## src/rtl/mux_gate_pkg.sv

```systemverilog
// Shared op codes and FSM state type for the mux-based gate scheduler.
package mux_gate_pkg;
    localparam logic [1:0] OP_AND  = 2'b00;
    localparam logic [1:0] OP_OR   = 2'b01;
    localparam logic [1:0] OP_XOR  = 2'b10;
    localparam logic [1:0] OP_NAND = 2'b11;

    typedef enum logic {IDLE, EXEC} state_t;
endpackage

```

## src/rtl/mux_gate_unit.sv

```systemverilog
// Combinational 2-input gate built only from 2:1 muxes; a is the final select.
module mux_gate_mux2 (
    input  logic sel,
    input  logic d0,
    input  logic d1,
    output logic y
);
    assign y = sel ? d1 : d0;
endmodule

module mux_gate_unit (
    input  logic       a,
    input  logic       b,
    input  logic [1:0] op,
    output logic       y
);
    logic b_n, hi_lo, hi_val, lo_lo, lo_hi, lo_val;

    assign b_n = ~b;

    // a=1 leg: AND->b, OR->1, XOR/NAND->~b
    mux_gate_mux2 u_hi_lo (.sel(op[0]), .d0(b),     .d1(1'b1),  .y(hi_lo));
    mux_gate_mux2 u_hi    (.sel(op[1]), .d0(hi_lo), .d1(b_n),   .y(hi_val));
    // a=0 leg: AND->0, OR/XOR->b, NAND->1
    mux_gate_mux2 u_lo_lo (.sel(op[0]), .d0(1'b0),  .d1(b),     .y(lo_lo));
    mux_gate_mux2 u_lo_hi (.sel(op[0]), .d0(b),     .d1(1'b1),  .y(lo_hi));
    mux_gate_mux2 u_lo    (.sel(op[1]), .d0(lo_lo), .d1(lo_hi), .y(lo_val));
    mux_gate_mux2 u_out   (.sel(a),     .d0(lo_val), .d1(hi_val), .y(y));
endmodule

```

## src/rtl/mux_gate_scheduler.sv

```systemverilog
// Round-robin arbiter sharing one mux gate unit among NUM_REQ requesters.
module mux_gate_scheduler
    import mux_gate_pkg::*;
#(
    parameter int NUM_REQ = 4,
    parameter int ID_W    = 2
) (
    input  logic                 clk,
    input  logic                 rst_n,
    input  logic [NUM_REQ-1:0]   req,
    input  logic [NUM_REQ-1:0]   a_in,
    input  logic [NUM_REQ-1:0]   b_in,
    input  logic [2*NUM_REQ-1:0] op_in,
    output logic [NUM_REQ-1:0]   gnt,
    output logic                 res_valid,
    output logic [ID_W-1:0]      res_id,
    output logic                 res_y,
    output logic                 busy
);
    state_t            state, state_nxt;
    logic [ID_W-1:0]   ptr, id_q, win;
    logic              a_q, b_q, found, y;
    logic [1:0]        op_q;
    logic [ID_W:0]     sum;

    // First set req bit at or above ptr, wrapping to 0.
    always_comb begin
        found = 1'b0;
        win   = '0;
        sum   = '0;
        for (int k = 0; k < NUM_REQ; k++) begin
            sum = {1'b0, ptr} + (ID_W+1)'(k);
            if (sum >= (ID_W+1)'(NUM_REQ))
                sum = sum - (ID_W+1)'(NUM_REQ);
            if (!found && req[sum[ID_W-1:0]]) begin
                found = 1'b1;
                win   = sum[ID_W-1:0];
            end
        end
    end

    always_ff @(posedge clk or negedge rst_n) begin
        if (!rst_n) state <= IDLE;
        else        state <= state_nxt;
    end

    always_comb begin
        state_nxt = state;
        case (state)
            IDLE:    if (found) state_nxt = EXEC;
            EXEC:    state_nxt = IDLE;
            default: state_nxt = IDLE;
        endcase
    end

    mux_gate_unit u_unit (.a(a_q), .b(b_q), .op(op_q), .y(y));

    always_ff @(posedge clk or negedge rst_n) begin
        if (!rst_n) begin
            gnt       <= '0;
            res_valid <= 1'b0;
            res_id    <= '0;
            res_y     <= 1'b0;
            ptr       <= '0;
            id_q      <= '0;
            a_q       <= 1'b0;
            b_q       <= 1'b0;
            op_q      <= 2'b00;
        end else begin
            gnt       <= '0;
            res_valid <= 1'b0;
            if (state == IDLE && found) begin
                a_q  <= a_in[win];
                b_q  <= b_in[win];
                op_q <= op_in[{win, 1'b0} +: 2];
                id_q <= win;
                gnt  <= NUM_REQ'(1) << win;
            end else if (state == EXEC) begin
                res_y     <= y;
                res_id    <= id_q;
                res_valid <= 1'b1;
                // Pointer moves only on completion, so fairness follows finished ops.
                ptr       <= (id_q == ID_W'(NUM_REQ-1)) ? '0 : id_q + 1'b1;
            end
        end
    end

    assign busy = (state == EXEC);
endmodule

```

## config.mk

```make
export PLATFORM = sky130hd
export DESIGN_NAME = mux_gate_scheduler
export DESIGN_NICKNAME = d
export VERILOG_FILES = /design/src/rtl/mux_gate_pkg.sv /design/src/rtl/mux_gate_unit.sv /design/src/rtl/mux_gate_scheduler.sv
export SDC_FILE = /design/constraint.sdc
export NUM_CORES = 1
export LEC_CHECK = 0
export BUFFER_PORTS_ARGS = -buffer_cell sky130_fd_sc_hd__buf_2
export CAP_MARGIN = 0
export CELL_PAD_IN_SITES_DETAIL_PLACEMENT = 1
export CELL_PAD_IN_SITES_GLOBAL_PLACEMENT = 1
export CORE_ASPECT_RATIO = 0.9
export CORE_MARGIN = 10
export CORE_UTILIZATION = 38
export DETAILED_ROUTE_END_ITERATION = 6
export PLACE_DENSITY_LB_ADDON = 0.1
export SYNTH_ARGS = -nofsm -noshare
export SYNTH_HDL_FRONTEND = slang
export SYNTH_SLANG_ARGS = --single-unit
```

## constraint.sdc

```tcl
create_clock -name clk -period 2 [get_ports clk]
set_input_delay 0.1 -clock clk [delete_from_list [all_inputs] [get_ports clk]]
set_output_delay 0.1 -clock clk [all_outputs]
set_load 0.1 [all_outputs]
```

# Word level (Yosys, flattened, before mapping)
# Cells that the tools add are included.
[totals]
ff_bits = 17
word_cells = 76
in_bits = 22
[classes]
add_sub_neg = 8
order_cmp = 9
n_eq_ne = 1
bitwise_logic = 3
n_shift = 2
muxes = 35
n_reduce_logical = 8
[op_table]
columns = ["cell", "n"]
rows = [
  ["1-bit two-way mux", 18],
  ["2-bit two-way mux", 9],
  ["2-bit by 3-bit < comparator with 1-bit output (second input constant)", 5],
  ["1-bit binary-select mux with 2-bit select", 6],
  ["3-bit >= comparator (second input constant)", 3],
  ["8-bit by 4-bit variable part select with 2-bit output", 1],
  ["2-bit by 1-bit subtractor with 2-bit output (second input constant)", 4],
  ["2-bit by 2-bit adder with 3-bit output (second input constant)", 2],
  ["1-bit logical AND", 4],
  ["4-bit two-way mux", 1],
  ["1-bit by 2-bit left shift with 4-bit output (first input constant)", 1],
  ["2-bit by 1-bit adder with 3-bit output (second input constant)", 1],
  ["2-bit by 3-bit >= comparator with 1-bit output (second input constant)", 1],
  ["1-bit zero test", 3],
  ["1-bit inverter", 3],
  ["2-bit by 1-bit adder with 2-bit output (second input constant)", 1],
  ["2-bit == test (second input constant)", 1],
  ["1-bit case mux with 2 select lines", 1],
  ["2-bit AND reduction", 1],
]

# Longest topological paths before layout
[depth]
word_depth = 17
depth_mapped = 6

# Hierarchy
# From an unflattened synthesis, not the netlist that was laid out.
[unflattened]
cells_unflattened = 81
hier_area_um2 = 937.1
[by_module_without_submodules]
columns = ["mod", "n_inst", "area_per_inst_um2", "cells_per_inst"]
rows = [
  ["mux_gate_scheduler", 1, 835.8, 72],
  ["mux_gate_mux2", 6, 15.0, 1],
  ["mux_gate_unit", 1, 11.3, 3],
]

# Worst setup path after synthesis
# OpenSTA, ideal clock, no wires.
[synth_timing]
path_type = "flip-flop to flip-flop"
start = "register state, in the netlist busy"
end = "register a_q"
slack_ns = 0.060
arrival_time_ns = 1.802
synth_period_minus_slack_ns = 1.940
setup_ns = 0.138
required_ns = 1.862
path_stages_with_launch = 6
path_buffers = 2
path_cell_list = "dfrtp_1 > clkbuf_1 > a21o_1 > or2_0 > buf_2 > o221ai_1"
[synth_between]
elab_chain_cells = 2
[synth_rtl]
columns = ["item", "line", "text"]
rows = [
  ["start, declared", "mux_gate_scheduler.sv:20", "state_t state, state_nxt;"],
  ["start signal, assigned", "mux_gate_scheduler.sv:44", "else state <= state_nxt;"],
  ["1-bit inverter", "n/a", ""],
  ["1-bit logical AND", "mux_gate_scheduler.sv:72", "if (state == IDLE && found) begin"],
  ["end signal, assigned", "mux_gate_scheduler.sv:73", "a_q <= a_in[win];"],
  ["end, declared", "mux_gate_scheduler.sv:22", "logic a_q, b_q, found, y;"],
]
# No other way between the ends.
# A chain may end at the register's enable or synchronous reset.

# Final worst setup path
[layout_timing]
start = "register ptr[1]"
end = "register op_q[0]"
[layout_between]
elab_chain_cells = 15
[layout_rtl]
columns = ["item", "line", "text"]
rows = [
  ["start, declared", "mux_gate_scheduler.sv:21", "logic [ID_W-1:0] ptr, id_q, win;"],
  ["start signal, assigned", "mux_gate_scheduler.sv:83", "ptr <= (id_q == ID_W'(NUM_REQ-1)) ? '0 : id_q + 1'b1;"],
  ["branches (longest 15 deep; another with 2-bit by 1-bit adder with 3-bit output)", "n/a", ""],
  ["end signal, assigned", "mux_gate_scheduler.sv:75", "op_q <= op_in[{win, 1'b0} +: 2];"],
  ["end, declared", "mux_gate_scheduler.sv:23", "logic [1:0] op_q;"],
]
# Parallel ways; which one is timed is not known. The select of a mux whose other input is x is not followed.

==> metrics.md <==
| Metric | Value |
|---|---|
| Maximum clock path buffer count | `2` |
| Yosys warning total | `0` |
| Ratio of cells with drive above 1 in the final layout | `35.8%` |
| Crit path capture type | `flop` |
| Sequential-to-total area share from yosys stat | `52.4%` |
| Sequential power share | `35.5%` |
| Net count after synthesis | `98` |
| Total net switching power | `0.865 mW` |
| Total number of clock tree sinks | `17` |
| Multi-input gate area | `340 µm²` |
| Number of filler instances in the final layout | `241` |
| H-tree depth reported by CTS | `1` |
| Max_slew headroom | `67.6%` |
| Worst hold path type | `primary input to flop` |
| Count of TritonRoute iterations in the first routing pass | `2` |
| CTS clk-pin slew, worst paths | `100 ps` |
| Measured slew at the worst slew-check pin | `490 ps` |
| FMAX | `638 MHz` |
| Final setup margin | `432 ps` |
| Combined global-route utilization of all metal layers | `9.55%` |
| DRC violations left | `0` |
| Clk pwr share | `10.8%` |
| Port buffer count | `30` |
| IR Drop Worst-Case VDD | `0.000993 V` |
| Width of the die | `68.7 µm` |
| Most area-hungry cell type in the Yosys netlist | `sky130_fd_sc_hd__dfrtp_1` |
| Routed vias/inst | `5.14` |
| Critical path start-end classification | `flop to flop` |
| Antenna Violating Nets Remaining | `0` |
| Root Driver | `sky130_fd_sc_hd__clkbuf_4` |
| Number of antenna violations at the first check in global routing | `0` |
| Wire length per cell after detailed routing | `15.1 µm` |
| Most frequent standard cell in the layout excluding fill and tap cells | `sky130_fd_sc_hd__buf_2` |
| Post-detailed-routing wire length | `1.98 mm` |
| Number of primary I/O pins | `31` |
| CTS hold repair buffers | `1` |
| Top post-synthesis cells by area | `sky130_fd_sc_hd__dfrtp_1, sky130_fd_sc_hd__mux2i_1, sky130_fd_sc_hd__o221ai_1` |
| Final Critical Period | `1570 ps` |
| Total of endpoints with negative setup slack in the final report | `0` |
| Full die area | `0.00439 mm²` |
| Leading cell types in the layout, fill and taps excluded | `sky130_fd_sc_hd__buf_2, sky130_fd_sc_hd__dfrtp_1, sky130_fd_sc_hd__nand2_1` |
| Leak Pwr | `0.545 nW` |
| Fraction of power spent switching nets | `51.9%` |
| Sum of net half-perimeters after detailed placement | `1.58 mm` |
| Critical path data required time | `2200 ps` |
| Synthesized instance count | `75` |
| Cts repair resizes | `0` |
| Fraction of post-synthesis cell area in the top cell type by area | `52.4%` |
| Post-Place Worst Slack | `427 ps` |
| Via count of the first global-routing pass | `757` |
| Power density cells | `1660 mW/mm²` |
| Cell internal pwr | `0.801 mW` |
| Clock tree from TritonCTS | `yes` |
| Layout net count | `130` |
| # rows | `15` |
| Run status | `completed` |
| Critical path launch point type | `flop` |
| Gate power share | `53.6%` |
| Post-route design area | `0.00101 mm²` |
| Clock Skews | `8.68 ps` |
| Final Cycle Share | `78.4%` |
| Floorplan die height | `63.9 µm` |
| Placer Congestion | `0.763` |
| Area growth from synthesis to layout | `23.9%` |
| Core footprint | `0.00197 mm²` |
| Antenna diode count | `0` |
| Post-Route Setup TNS | `0 ps` |
| Data arrival at the endpoint of the critical path | `1770 ps` |
| Post-synthesis cell area | `812 µm²` |
| Mean instance size in the synthesized netlist | `10.8 µm²` |
| Crit path max fanout | `7` |
| Register-to-Register Path Depth | `5` |
| FF+latch count, synth | `17` |
| First-pass GRT wire length | `3.30 mm` |
| Max_cap viols | `0` |
| Setup repair after global routing missed its margin | `false` |
| Total vias in the final route | `673` |
| Total count of hold-check failures in the final report | `0` |
| Flip-flop and latch area | `425 µm²` |
| Initial cell density of the core | `41.2%` |
| Number of buffers inserted to repair setup after CTS | `0` |
| Number of DRC violations after detailed-routing iteration 0 | `5` |
| CTS Buf Count | `3` |
| Insertion delay to the later sink of the worst-skew pair | `290 ps` |
| Pin count of the biggest net entering global routing | `18` |
| GRT Residual Overflow | `0` |
| Number of cells on the worst hold path | `3` |
| Max Slew Vio Count | `0` |
| Distinct cells, synth | `24` |
| Placed Instance Area | `970 µm²` |
state kept, by name, summed over array words and instances (netlist names):
signal and count:
a_q 1, b_q 1, busy 1, gnt 4, id_q 2, op_q 2
ptr 2, res_id 2, res_valid 1, res_y 1
synthesized netlist by cell type:
master	number
sky130_fd_sc_hd__o211ai_1	1
sky130_fd_sc_hd__o21ai_0	3
sky130_fd_sc_hd__nor2_1	5
sky130_fd_sc_hd__inv_1	6
sky130_fd_sc_hd__clkbuf_1	2
sky130_fd_sc_hd__nor2b_1	1
sky130_fd_sc_hd__o22ai_1	1
sky130_fd_sc_hd__a21o_2	1
sky130_fd_sc_hd__maj3_1	1
sky130_fd_sc_hd__o221ai_1	5
sky130_fd_sc_hd__nand2_1	9
sky130_fd_sc_hd__nor3_1	1
sky130_fd_sc_hd__mux2_2	3
sky130_fd_sc_hd__or2_0	1
sky130_fd_sc_hd__o221ai_2	1
sky130_fd_sc_hd__and3_1	1
sky130_fd_sc_hd__ha_1	1
sky130_fd_sc_hd__mux2i_1	8
sky130_fd_sc_hd__a31oi_1	1
sky130_fd_sc_hd__buf_2	1
sky130_fd_sc_hd__a21oi_1	2
sky130_fd_sc_hd__a21o_1	2
sky130_fd_sc_hd__buf_6	1
sky130_fd_sc_hd__dfrtp_1	17
layout make-up:
type,count,share of cell area [%]
Sequential cell,17,42.3
Multi-Input combinational cell,48,33.8
Timing Repair Buffer,31,15.9
Tap cell,25,3.11
Clock buffer,4,2.61
Inverter,6,2.24
critical path: stages (launching register included):
cell                       delay [ps]
sky130_fd_sc_hd__dfrtp_1          440
sky130_fd_sc_hd__a21o_1           170
sky130_fd_sc_hd__a21oi_1          150
sky130_fd_sc_hd__o22ai_1          140
sky130_fd_sc_hd__or2_0            360
sky130_fd_sc_hd__o221ai_1         230
kinds of logic (layout without fill, tap and decap cells):
family	after synthesis	count (layout)	synth area share, %
DFF	17	17	52.4
muxes	11	11	14.0
buffers and inverters	10	41	5.70
adders and majority gates	2	2	2.77
and+or+nand+nor	18	18	9.40
AOI/OAI and AO/OA	17	17	15.7
path summary, 6_finish.rpt:
| kind | startpoint | to | slack, ps |
|---|---|---|---|
| max | ptr[1] | op_q[0] | 430 |
| min reg2reg | id_q[1] | id_q[1] | 510 |
| max reg2reg | ptr[1] | op_q[0] | 430 |
| max in group asynchronous | rst_n | a_q | 1460 |
| min | b_in[3] | b_q | 120 |
| min in group asynchronous | rst_n | ptr[0] | 250 |
power groups by stage:
| stage | clock network (mW) | registers [mW] | logic [mW] |
|---|---|---|---|
| after CTS | 0.185 | 0.594 | 0.907 |
| final | 0.180 | 0.592 | 0.893 |
| after global placement | 0 | 0.591 | 0.881 |
| after detailed placement | 0 | 0.597 | 0.905 |
| after global routing | 0.207 | 0.615 | 0.967 |
| after floorplan | 0 | 0.982 | 0.358 |
metal layers:
layer	global-route usage (%)	vias up	share of wire (%)
met5	0	-	0
met4	2.46	0	2.2
met3	4.53	4	7.4
met2	15.9	22	48
met1	10.6	322	42
li1	-	325	-
stage by stage:
stage	std cells	power (mW)	util (%)	hold WS (ps)
5_1_grt	131	1.79	51.0	132
3_5_place_dp	126	1.50	49.2	47.7
4_1_cts	131	1.69	51.0	127
6_report	131	1.67	51.0	125
3_3_place_gp	126	1.47	49.2	40.7
2_1_floorplan	75	1.34	-	-196
(Power assumes the default switching activity.)
